`config.mk`:
```
export PLATFORM = sky130hd
export DESIGN_NAME = pipeline_hazard_ctrl
export DESIGN_NICKNAME = d
export VERILOG_FILES = /design/src/rtl/pipe_ctrl_pkg.sv /design/src/rtl/pipeline_hazard_ctrl_hazard_detect.sv /design/src/rtl/pipeline_hazard_ctrl.sv
export SDC_FILE = /design/constraint.sdc
export NUM_CORES = 1
export LEC_CHECK = 0
export ABC_AREA = 1
export ABC_CLOCK_PERIOD_IN_PS = 3600
export CAP_MARGIN = 20
export CORE_MARGIN = 2
export CORE_UTILIZATION = 52
export CTS_CLUSTER_DIAMETER = 150
export DETAILED_ROUTE_END_ITERATION = 10
export PLACE_DENSITY = 0.95
export SLEW_MARGIN = 20
export SYNTH_ARGS = -nofsm -noshare
export SYNTH_HDL_FRONTEND = slang
export SYNTH_SLANG_ARGS = --single-unit
```
`constraint.sdc`:
```
create_clock -name clk -period 3.6 [get_ports clk]
set_input_delay 1.08 -clock clk [delete_from_list [all_inputs] [get_ports clk]]
set_output_delay 1.08 -clock clk [all_outputs]
set_load 0.02 [all_outputs]
```
`src/rtl/pipe_ctrl_pkg.sv`:
```
// Shared types and constants for the pipeline hazard/control slice.
package pipe_ctrl_pkg;

  localparam int unsigned REG_W          = 4;
  localparam int unsigned DRAIN_W        = 2;
  localparam int unsigned HALT_DRAIN_DEF = 3;

  localparam logic [REG_W-1:0] REG_ZERO = 4'h0;

  typedef enum logic [1:0] {
    RUN    = 2'd0,
    DRAIN  = 2'd1,
    HALTED = 2'd2
  } state_e;

endpackage : pipe_ctrl_pkg

```
`src/rtl/pipeline_hazard_ctrl_hazard_detect.sv`:
```
// Load-use hazard compare between the decode instruction and the load in ID/EX.
module hazard_detect
  import pipe_ctrl_pkg::*;
(
  input  logic [REG_W-1:0] i_ifid_rs,
  input  logic [REG_W-1:0] i_ifid_rt,
  input  logic             i_ifid_rs_used,
  input  logic             i_ifid_rt_used,
  input  logic             i_idex_mem_read,
  input  logic             i_idex_reg_write,
  input  logic [REG_W-1:0] i_idex_rd,
  output logic             o_load_use
);

  logic w_load_dst;
  logic w_rs_hit;
  logic w_rt_hit;

  // Register 0 is hardwired, so a load targeting it never creates a dependency.
  assign w_load_dst = i_idex_mem_read & i_idex_reg_write & (i_idex_rd != REG_ZERO);
  assign w_rs_hit   = i_ifid_rs_used & (i_ifid_rs == i_idex_rd);
  assign w_rt_hit   = i_ifid_rt_used & (i_ifid_rt == i_idex_rd);
  assign o_load_use = w_load_dst & (w_rs_hit | w_rt_hit);

endmodule : hazard_detect

```
`src/rtl/pipeline_hazard_ctrl.sv`:
```
// Pipeline register enable/flush/bubble control: load-use stall, branch squash,
// halt drain sequencing and saturating stall/flush counters.
module pipeline_hazard_ctrl
  import pipe_ctrl_pkg::*;
#(
  parameter int unsigned CNT_W      = 16,
  parameter int unsigned HALT_DRAIN = HALT_DRAIN_DEF
) (
  input  logic             clk,
  input  logic             rst,
  input  logic [3:0]       ifid_rs,
  input  logic [3:0]       ifid_rt,
  input  logic             ifid_rs_used,
  input  logic             ifid_rt_used,
  input  logic             id_halt,
  input  logic             idex_mem_read,
  input  logic             idex_reg_write,
  input  logic [3:0]       idex_rd,
  input  logic             ex_branch_taken,
  output logic             pc_wen,
  output logic             ifid_wen,
  output logic             ifid_flush,
  output logic             idex_wen,
  output logic             idex_bubble,
  output logic             halted,
  output logic [CNT_W-1:0] stall_cycles,
  output logic [CNT_W-1:0] flush_cycles
);

  state_e             r_state;
  state_e             w_state_nxt;
  logic [DRAIN_W-1:0] r_drain_cnt;
  logic [DRAIN_W-1:0] w_drain_nxt;
  logic [CNT_W-1:0]   r_stall_cycles;
  logic [CNT_W-1:0]   r_flush_cycles;
  logic               w_load_use;
  logic               w_stall_inc;
  logic               w_flush_inc;

  hazard_detect u_hazard_detect (
    .i_ifid_rs        (ifid_rs),
    .i_ifid_rt        (ifid_rt),
    .i_ifid_rs_used   (ifid_rs_used),
    .i_ifid_rt_used   (ifid_rt_used),
    .i_idex_mem_read  (idex_mem_read),
    .i_idex_reg_write (idex_reg_write),
    .i_idex_rd        (idex_rd),
    .o_load_use       (w_load_use)
  );

  // State register and drain counter.
  always_ff @(posedge clk or posedge rst) begin
    if (rst) begin
      r_state     <= RUN;
      r_drain_cnt <= '0;
    end else begin
      r_state     <= w_state_nxt;
      r_drain_cnt <= w_drain_nxt;
    end
  end

  // Next-state: a taken branch outranks both the stall and the halt request.
  always_comb begin
    w_state_nxt = r_state;
    w_drain_nxt = r_drain_cnt;
    unique case (r_state)
      RUN: begin
        if (!ex_branch_taken && !w_load_use && id_halt) begin
          w_state_nxt = DRAIN;
          w_drain_nxt = DRAIN_W'(HALT_DRAIN);
        end
      end
      DRAIN: begin
        if (ex_branch_taken) begin
          w_state_nxt = RUN;
          w_drain_nxt = '0;
        end else if (r_drain_cnt <= DRAIN_W'(1)) begin
          w_state_nxt = HALTED;
          w_drain_nxt = '0;
        end else begin
          w_drain_nxt = r_drain_cnt - DRAIN_W'(1);
        end
      end
      HALTED: begin
        w_state_nxt = HALTED;
      end
      default: begin
        w_state_nxt = RUN;
        w_drain_nxt = '0;
      end
    endcase
  end

  // Output decode: enables, squash controls and counter increment strobes.
  always_comb begin
    pc_wen      = 1'b1;
    ifid_wen    = 1'b1;
    ifid_flush  = 1'b0;
    idex_wen    = 1'b1;
    idex_bubble = 1'b0;
    halted      = 1'b0;
    w_stall_inc = 1'b0;
    w_flush_inc = 1'b0;
    unique case (r_state)
      RUN: begin
        if (ex_branch_taken) begin
          ifid_flush  = 1'b1;
          idex_bubble = 1'b1;
          w_flush_inc = 1'b1;
        end else if (w_load_use) begin
          pc_wen      = 1'b0;
          ifid_wen    = 1'b0;
          idex_bubble = 1'b1;
          w_stall_inc = 1'b1;
        end else if (id_halt) begin
          pc_wen   = 1'b0;
          ifid_wen = 1'b0;
        end
      end
      DRAIN: begin
        if (ex_branch_taken) begin
          ifid_flush  = 1'b1;
          idex_bubble = 1'b1;
          w_flush_inc = 1'b1;
        end else begin
          pc_wen      = 1'b0;
          ifid_wen    = 1'b0;
          idex_bubble = 1'b1;
        end
      end
      HALTED: begin
        pc_wen   = 1'b0;
        ifid_wen = 1'b0;
        idex_wen = 1'b0;
        halted   = 1'b1;
      end
      default: begin
        pc_wen   = 1'b1;
      end
    endcase
  end

  // Saturating performance counters.
  always_ff @(posedge clk or posedge rst) begin
    if (rst) begin
      r_stall_cycles <= '0;
      r_flush_cycles <= '0;
    end else begin
      if (w_stall_inc && (r_stall_cycles != '1)) begin
        r_stall_cycles <= r_stall_cycles + CNT_W'(1);
      end
      if (w_flush_inc && (r_flush_cycles != '1)) begin
        r_flush_cycles <= r_flush_cycles + CNT_W'(1);
      end
    end
  end

  assign stall_cycles = r_stall_cycles;
  assign flush_cycles = r_flush_cycles;

endmodule : pipeline_hazard_ctrl

```
; Yosys cells after proc, flatten, opt, wreduce, memory -nomap -nowiden
; Cells that the tools add are included.
[word_totals]
ff_bits = 36
inputBits = 20
out_inout_bits = 38
word_cells = 55
[classes]
addsub = 3
order_cmp = 1
n_eq_ne = 8
mux = 21
bitwise = 7
reduce_logical = 11
[ops]
columns = cell, count
row1 = $add 16x1->16 const B, 2
row2 = $ne 16x16->1 const B, 2
row3 = $mux 2, 6
row4 = $pmux 2 s3, 2
row5 = $mux 1, 11
row6 = $eq 4x4->1, 2
row7 = $and 1x1->1, 5
row8 = $logic_and 1x1->1, 4
row9 = $reduce_and 2->1, 2
row10 = $reduce_bool 4->1, 1
row11 = $ne 3x3->1 const B, 1
row12 = $pmux 1 s3, 1
row13 = $eq 2x1->1 const B, 1
row14 = $eq 2x2->1 const B, 1
row15 = $le 2x1->1 const B, 1
row16 = $logic_not 1->1, 2
row17 = $logic_not 2->1, 1
row18 = $ne 2x2->1 const B, 1
row19 = $pmux 1 s2, 1
row20 = $reduce_or 2->1, 1
row21 = $sub 2x1->2 const B, 1
row22 = $not 1->1, 1
row23 = $or 1x1->1, 1

; Depth between registers and ports, before layout
; Gate-level depths: netlist (run 1).
[logic_depth]
ltp_word = 9
depth_mapped = 13

; By module
; Synthesis (run 1) repeated with hierarchy kept, for this count alone.
[unflattened]
hier_cells = 365
area_unflattened_um2 = 2436.1
[modules_own_cells]
columns = module, n_inst, cells_each, area_each_um2, seq_area_each_um2
row1 = pipeline_hazard_ctrl, 1, 329, 2278.4, 900.9
row2 = hazard_detect, 1, 36, 157.7, 0.0

; Worst setup path after synthesis (run 1)
; OpenSTA, ideal clock, no wires.
[synth_timing]
kind = input -> output
from = input ifid_rt[2]
to = output pc_wen
arrival_ns = 2.398
setup_slack_ns = 0.122
path_stages = 10
path_buffers = 1
path_cell_list = nand2_1 > clkinv_1 > nor2_1 > nor2_1 > nand3_1 > nand2_1 > nand2_1 > inv_2 > o31ai_1 > buf_4
[synth_via]
elab_chain_len = 7
[synth_lines]
columns = element, line_no
row1 = "start, declared", pipeline_hazard_ctrl.sv:12  ; input logic [3:0] ifid_rt,
row2 = $eq 4x4->1, pipeline_hazard_ctrl_hazard_detect.sv:22  ; assign w_rt_hit = i_ifid_rt_used & (i_ifid_rt == i_idex_rd);
row3 = $and 1x1->1, pipeline_hazard_ctrl_hazard_detect.sv:22
row4 = $or 1x1->1, pipeline_hazard_ctrl_hazard_detect.sv:23  ; assign o_load_use = w_load_dst & (w_rs_hit | w_rt_hit);
row5 = $and 1x1->1, pipeline_hazard_ctrl_hazard_detect.sv:23
row6 = $mux 1 (2 in series), --
row7 = $pmux 1 s3, --
row8 = "end, declared", pipeline_hazard_ctrl.sv:20  ; output logic pc_wen,
; No other way between the ends.

; Final worst setup path (run 1)
[layout_timing]
from = input ifid_rs[0]
to = output idex_bubble
[layout_via]
elab_chain_len = 7
[layout_lines]
columns = element, line_no
row1 = "start, declared", pipeline_hazard_ctrl.sv:11  ; input logic [3:0] ifid_rs,
row2 = $eq 4x4->1, pipeline_hazard_ctrl_hazard_detect.sv:21  ; assign w_rs_hit = i_ifid_rs_used & (i_ifid_rs == i_idex_rd);
row3 = $and 1x1->1, pipeline_hazard_ctrl_hazard_detect.sv:21
row4 = $or 1x1->1, pipeline_hazard_ctrl_hazard_detect.sv:23
row5 = $and 1x1->1, pipeline_hazard_ctrl_hazard_detect.sv:23
row6 = $mux 1, pipeline_hazard_ctrl.sv:110  ; end else if (w_load_use) begin
row7 = $mux 1, pipeline_hazard_ctrl.sv:106  ; if (ex_branch_taken) begin
row8 = $pmux 1 s2, pipeline_hazard_ctrl.sv:104  ; unique case (r_state)
row9 = "end, declared", pipeline_hazard_ctrl.sv:24  ; output logic idex_bubble,
; No other way between the ends.

==> results.py, run 1 <==
metrics = {
    "grt": {
        "grt_max_degree": 37,
        "grt_overflow_total": 0,
        "antenna_found_initial": 0,
        "grt_pass1_vias": 1725,
        "grt_usage": 0.216,
        "grt_pass1_wl_mm": 7.44,
    },
    "yosys": {
        "synth_top_family_by_area": "simple AND/OR/NAND/NOR gates",
        "synth_cells": 268,
        "synthMuxAreaShare": 0,
        "synth.yosys.seq_area_share": 0.431,
        "synth.ff_latch_count": 36,
        "synth-simple-area-share": 0.309,
        "synth_compound_area_frac": 0.0653,
        "avgSynthCellArea_um2": 7.80,
        "synthAdderAreaFrac": 0.0120,
        "yosys.cell_types.count": 29,
        "ys_warn_count": 0,
        "syn_area_um2": 2090,
        "synthXorXnorAreaFrac": 0.101,
        "syn-num-nets": 290,
    },
    "detailed_routing": {
        "wl_met3_um": 221,
        "drc": 0,
        "num_vias": 1938,
        "drt-total-wl_mm": 4.48,
        "wl_met2_mm": 2.18,
        "wl_met1_mm": 2.00,
        "drtIter0Drc": 110,
        "vias_per_cell": 5.03,
        "firstDrtPassIters": 4,
        "top_layer": "met4",
        "antenna_left": 0,
        "routedWlPerCell_um": 11.6,
    },
    "cts": {
        "clkSlewWorstSetupHoldPaths_ns": 0.07,
        "htree_levels": 2,
        "ctsRootBufferMaster": "clkbuf_8",
        "clock_latency_ns": 0.29,
        "cts_sinks": 36,
        "cts_hold_buf": 0,
        "max-clock-path-buffers": 2,
        "cts_tree": "built",
        "numCtsBuffers": 5,
    },
    "placed_design": {
        "place.gp.congestion": 0.835,
        "portBuffers": 57,
        "dp_cells": 377,
        "dpl.hpwl_mm": 3.36,
    },
    "setup_path": {
        "slowest_stage": "clkdlybuf4s50_1",
        "worstReg2RegEnd": "stall_cycles[15]$_DFFE_PP0P_",
        "critical_path_cell_count": 10,
        "path_max_fanout": 2,
        "max_stage_delay_ns": 0.42,
        "cpLargestDelayFamily": "buffers and inverters",
        "cp-endpoint": "idex_bubble",
        "r2r-start": "stall_cycles[0]$_DFFE_PP0P_",
        "crit_chain": "clkdlybuf4s50_1, nand2_1, nand2_1, nor2_1, nand3_1, nand2_1, nand2_2, buf_4, a31oi_1, buf_4",
        "crit_buf_inv": 3,
        "crit_arrival_ns": 2.41,
        "start_kind": "input pin",
        "rrSetupSlack_ns": 1.74,
        "crit_start": "ifid_rs[0]",
        "worstSetupEndpointType": "primary output",
        "worstPathRequired_ns": 2.52,
        "path_common_cell": "nand2_1",
        "critPathKind": "in2out",
        "worstRegToRegCells": 10,
    },
    "sta": {
        "drv_slew": 0,
        "period_needed_ns": 3.49,
        "rsz0062_at_grt": "no",
        "hold_violations": 0,
        "maxSlewHeadroom": 0.704,
        "fin_crit_sh": 0.971,
        "finClkSkew_ns": 0.00812,
        "worst_pin_slew_ns": 0.445,
        "hold_slack_ns": 0.498,
        "max_freq_mhz": 286,
        "final-setup-viol-count": 0,
    },
    "pwr": {
        "pwr_density_cell_nw_per_um2": 498,
        "p_sw_mw": 0.530,
        "vdd_drop_max_mv": 0.425,
        "seqPwrFrac": 0.419,
        "p_leak_nw": 1.42,
        "p_sw_frac": 0.374,
        "p_comb_frac": 0.372,
        "cellInternalPower_mw": 0.887,
        "power_frac_clock": 0.209,
    },
    "cells_and_area": {
        "final_cell_mix": "nand2_1, clkdlybuf4s50_1, dfrtp_1",
        "seqCellArea_um2": 901,
        "fill_cells": 300,
        "final_nets": 356,
        "multi_input_area_um2": 1030,
        "drive_above_1_share": 0.143,
        "final_common_cell": "nand2_1",
        "instances_no_fill": 385,
        "insertedDiodeCount": 0,
        "area_growth_pct": 36.1,
    },
    "floorplan": {
        "dieHeight_um": 67.4,
        "die_x_um": 67.4,
        "rows": 23,
        "start_util": 0.530,
        "num_io_pins": 58,
        "core_area_um2": 3940,
        "dieArea_um2": 4540,
    },
    "run": {
        "max_cap_viol_count": 0,
    },
    "min_path": {
        "hp-class": "reg2reg",
    },
    "status": {
        "status": "completed",
    },
}
cells in the mapped netlist, drive strengths merged:
library cell / n / area [um^2]
a31oi: 2 / 12.5
buf: 3 / 30.0
nand3b: 2 / 18.8
nor3: 8 / 55.1
clkinv: 1 / 3.75
o21ai: 17 / 111
xor2: 12 / 105
nor4: 1 / 6.26
nand4: 5 / 31.3
nand3: 20 / 105
inv: 36 / 138
nand2: 77 / 302
dfrtp: 36 / 901
ha: 2 / 25.0
xnor2: 12 / 105
a21oi: 1 / 5.00
nor2: 32 / 128
o31ai: 1 / 7.51
power by group through the flow:
stage	logic [mW]	registers [mW]	clock network (mW)
finish	0.527	0.593	0.297
global route	0.575	0.606	0.320
detailed placement	0.531	0.596	0
floorplan	0.227	0.663	0
global placement	0.517	0.593	0
CTS	0.531	0.591	0.300
layer usage:
| layer | up-vias | GRT usage |
|---|---|---|
| met2 | 60 | 0.360 |
| met5 | - | 0 |
| li1 | 971 | - |
| met3 | 11 | 0.0517 |
| met4 | 0 | 0.0765 |
| met1 | 896 | 0.273 |
worst register-to-register path: stages (launching register included):
cell,delay (ns)
dfrtp_1,0.42
ha_1,0.23
nand3_2,0.11
nor3_2,0.25
nand2_2,0.11
nor2_2,0.12
nor3_2,0.06
nand2_4,0.15
inv_4,0.13
nand2_1,0.11
o21ai_2,0.05
kinds of logic after synthesis:
logic type               after synthesis
flip-flops                            36
AO/OA/AOI/OAI                         21
adder cells (fa/ha/maj)                2
AND/OR/NAND/NOR                      145
buffers and inverters                 40
XOR/XNOR                              24
through the flow:
step | power, mW | setup WS, ns | util | TNS, ns | area, um^2
after floorplan | 0.889 | 0.122 | - | 0 | 2090
after global placement | 1.11 | -0.422 | 0.692 | -1.26 | 2730
after detailed placement | 1.13 | -0.481 | 0.692 | -1.43 | 2730
after CTS | 1.42 | 0.00647 | 0.714 | 0 | 2810
after global routing | 1.50 | 0.0129 | 0.721 | 0 | 2840
final | 1.42 | 0.106 | 0.721 | 0 | 2840
sequential cells by signal, indices dropped and copies added, names as in the netlist:
signal and cells:
flush_cycles 16, r_drain_cnt 2, r_state 2, stall_cycles 16
how the worst min path moves through the flow:
stage | startpoint | endpoint | cells after the start
2_1_floorplan | r_drain_cnt[1]$_DFFE_PP0P_ | r_drain_cnt[1]$_DFFE_PP0P_ | 2
3_3_place_gp | r_drain_cnt[1]$_DFFE_PP0P_ | r_drain_cnt[1]$_DFFE_PP0P_ | 2
3_5_place_dp | r_drain_cnt[1]$_DFFE_PP0P_ | r_drain_cnt[1]$_DFFE_PP0P_ | 2
4_1_cts | r_drain_cnt[1]$_DFFE_PP0P_ | r_drain_cnt[1]$_DFFE_PP0P_ | 2
5_1_grt | flush_cycles[14]$_DFFE_PP0P_ | flush_cycles[14]$_DFFE_PP0P_ | 1
6_report | r_drain_cnt[1]$_DFFE_PP0P_ | r_drain_cnt[1]$_DFFE_PP0P_ | 2
repair_timing:
item	in CTS	in global routing
pin swaps	0	7
resized for setup	18	13
setup endpoints to repair	3	4
setup buffers	0	0
cell type report:
type | instances | area share
Timing Repair Buffer | 62 | 0.217
Inverter | 37 | 0.0497
Multi-Input combinational cell | 192 | 0.362
Tap cell | 50 | 0.0220
Clock buffer | 6 | 0.0290
Sequential cell | 36 | 0.317
Clock inverter | 2 | 0.00352
Note: power is estimated with default switching activity, not from simulation.
==> run 2, diff against run 1 <==
--- a/config.mk
+++ b/config.mk
@@ -5,14 +5,13 @@
 export SDC_FILE = /design/constraint.sdc
 export NUM_CORES = 1
 export LEC_CHECK = 0
-export ABC_AREA = 1
 export ABC_CLOCK_PERIOD_IN_PS = 3600
 export CAP_MARGIN = 20
 export CORE_MARGIN = 2
-export CORE_UTILIZATION = 52
-export CTS_CLUSTER_DIAMETER = 150
+export CORE_UTILIZATION = 35
+export CTS_CLUSTER_DIAMETER = 50
 export DETAILED_ROUTE_END_ITERATION = 10
-export PLACE_DENSITY = 0.95
+export PLACE_DENSITY = 0.74
 export SLEW_MARGIN = 20
 export SYNTH_ARGS = -nofsm -noshare
 export SYNTH_HDL_FRONTEND = slang
==> results.py, run 2 <==
metrics = {
    "cts": {
        "clkSlewWorstSetupHoldPaths_ns": 0.07,
        "htree_levels": 2,
        "ctsRootBufferMaster": "clkbuf_8",
        "max-clock-path-buffers": 2,
        "numCtsBuffers": 5,
        "clock_latency_ns": 0.28,
        "cts_tree": "built",
        "cts_hold_buf": 0,
        "cts_sinks": 36,
    },
    "sta": {
        "worst_pin_slew_ns": 0.447,
        "maxSlewHeadroom": 0.699,
        "fin_crit_sh": 0.987,
        "max_freq_mhz": 281,
        "drv_slew": 0,
        "period_needed_ns": 3.55,
        "final-setup-viol-count": 0,
        "finClkSkew_ns": 0.00383,
        "setup_ws_ns": 0.0470,
        "hold_violations": 0,
    },
    "yosys": {
        "synth_async_sr_flop_share": 1.00,
        "avgSynthCellArea_um2": 10.2,
        "ys_warn_count": 0,
        "synth_ff_type": "dfrtp_1",
        "synthTopCellsByArea": "dfrtp_1, xor2_1, xnor2_1",
        "synth_area_leader_cell": "dfrtp_1",
        "syn_area_um2": 1840,
        "synth_edf_count": 0,
        "synth_cells": 180,
        "syn-num-nets": 202,
        "synth_common_cells": "dfrtp_1, xor2_1, nor2_1",
        "synth.yosys.seq_area_share": 0.488,
        "yosys.area.top_type_share": 0.488,
        "synth.most_common_cell": "dfrtp_1",
        "synth.ff_latch_count": 36,
        "yosys.cell_types.count": 38,
    },
    "cells_and_area": {
        "final_common_cell": "clkdlybuf4s50_1",
        "final_nets": 273,
        "instances_no_fill": 322,
        "drive_above_1_share": 0.131,
        "area_growth_pct": 44.2,
        "insertedDiodeCount": 0,
        "fill_cells": 479,
        "final_cell_mix": "clkdlybuf4s50_1, dfrtp_1, xor2_1",
    },
    "status": {
        "status": "completed",
    },
    "pwr": {
        "vdd_drop_max_mv": 0.351,
        "pwr_density_cell_nw_per_um2": 488,
        "p_leak_nw": 1.20,
    },
    "detailed_routing": {
        "antenna_left": 0,
        "drt-total-wl_mm": 4.20,
        "firstDrtPassIters": 4,
        "drc": 0,
        "num_vias": 1551,
        "vias_per_cell": 4.82,
        "drtIter0Drc": 113,
        "routedWlPerCell_um": 13.0,
    },
    "grt": {
        "grt_usage": 0.151,
        "grt_pass1_vias": 1526,
        "antenna_found_initial": 0,
        "grt_pass1_wl_mm": 7.20,
        "grt_overflow_total": 0,
        "grt_max_degree": 37,
    },
    "placed_design": {
        "place.gp.congestion": 0.796,
        "dp_cells": 313,
        "portBuffers": 57,
        "dpl.hpwl_mm": 3.26,
        "place_ws_ns": -0.625,
    },
    "floorplan": {
        "num_io_pins": 58,
        "dieArea_um2": 5870,
        "die_x_um": 76.6,
        "dieHeight_um": 76.6,
        "core_area_um2": 5110,
        "start_util": 0.361,
        "rows": 26,
    },
    "run": {
        "max_cap_viol_count": 0,
    },
    "setup_path": {
        "worstSetupEndpointType": "primary output",
        "path_max_fanout": 2,
        "start_kind": "input pin",
        "critPathKind": "in2out",
        "worstPathRequired_ns": 2.52,
        "crit_arrival_ns": 2.47,
    },
    "min_path": {
        "hp-class": "reg2reg",
    },
}
run 2: cell count changes after synthesis, moves of 4 or more:
| cell | previous run | this run |
|---|---|---|
| inv_2 | 8 | 0 |
| nand2_1 | 74 | 11 |
| and4_1 | 0 | 4 |
| o21ai_2 | 7 | 1 |
| nand3_1 | 19 | 13 |
| nor3_1 | 5 | 10 |
| inv_1 | 27 | 6 |
| nor2_1 | 29 | 14 |
| o21ai_1 | 6 | 0 |
| xor2_1 | 12 | 22 |
run 2: cell type report:
type	count	area (um^2)	area share
inverter	6	22.5	0.00847
multi-input combinational	134	908	0.342
sequential	36	901	0.339
clock buffer	6	72.6	0.0273
tap	70	87.6	0.0329
timing repair buffer	68	632	0.238
clock inverter	2	35.0	0.0132
run 2: final timing paths:
kind                                                   from                            to  slack, ns  depth (start not counted)
worst max-delay path                             ifid_rt[1]                        pc_wen       0.05                          6
worst min-delay path            flush_cycles[7]$_DFFE_PP0P_   flush_cycles[7]$_DFFE_PP0P_       0.50                          1
worst max register to register       r_state[0]$_DFFE_PP0P_  stall_cycles[15]$_DFFE_PP0P_       1.51                          5
worst min register to register  flush_cycles[7]$_DFFE_PP0P_   flush_cycles[7]$_DFFE_PP0P_       0.50                          1
max in group asynchronous                               rst  flush_cycles[14]$_DFFE_PP0P_       2.08                          3
min in group asynchronous                               rst  stall_cycles[10]$_DFFE_PP0P_       1.21                          3
run 2: through the flow:
step	TNS [ns]	util	instance area, um^2	hold slack (ns)	total power [mW]
after floorplan	0	-	1840	0.483	0.768
after global placement	-1.73	0.500	2560	0.483	0.954
after detailed placement	-1.84	0.500	2560	0.496	0.973
after CTS	0	0.521	2660	0.508	1.31
after global routing	-0.00109	0.521	2660	0.522	1.38
final	0	0.521	2660	0.501	1.30
run 2: where the power goes:
group / internal, mW / switching, mW
Combinational: 0.203 / 0.199
Sequential: 0.465 / 0.0870
Clock: 0.205 / 0.138
Total: 0.874 / 0.424
run 2: layer usage:
layer / wire [um] / part of all wire / vias up / global-route usage
met4: 53 / 0.013 / 0 / 0.0618
li1: - / - / 777 / -
met1: 1930 / 0.46 / 747 / 0.197
met5: 0 / 0 / - / 0
met2: 2110 / 0.50 / 23 / 0.250
met3: 100 / 0.024 / 4 / 0.0273
run 2: kinds of logic (layout without fill, tap and decap cells):
kind of cell | count (synthesis) | after routing | share of synthesized area
mux | 2 | 2 | 0.0122
xor+xnor | 35 | 35 | 0.166
compound gates | 14 | 14 | 0.0522
buf+inv | 10 | 82 | 0.0237
simple gates | 81 | 81 | 0.244
fa+ha+maj | 2 | 2 | 0.0136
flops | 36 | 36 | 0.488
run 2: timing repair:
action / CTS / global route
setup buffers: 0 / 1
setup endpoints to repair: 4 / 3
gates resized for setup: 36 / 3
pin swaps: 9 / 6
run 2: critical path: stages:
cell and delay, ns:
clkdlybuf4s50_1 0.47, xnor2_1 0.11, and4_1 0.23, nor2_2 0.06, a221o_2 0.37, buf_6 0.14
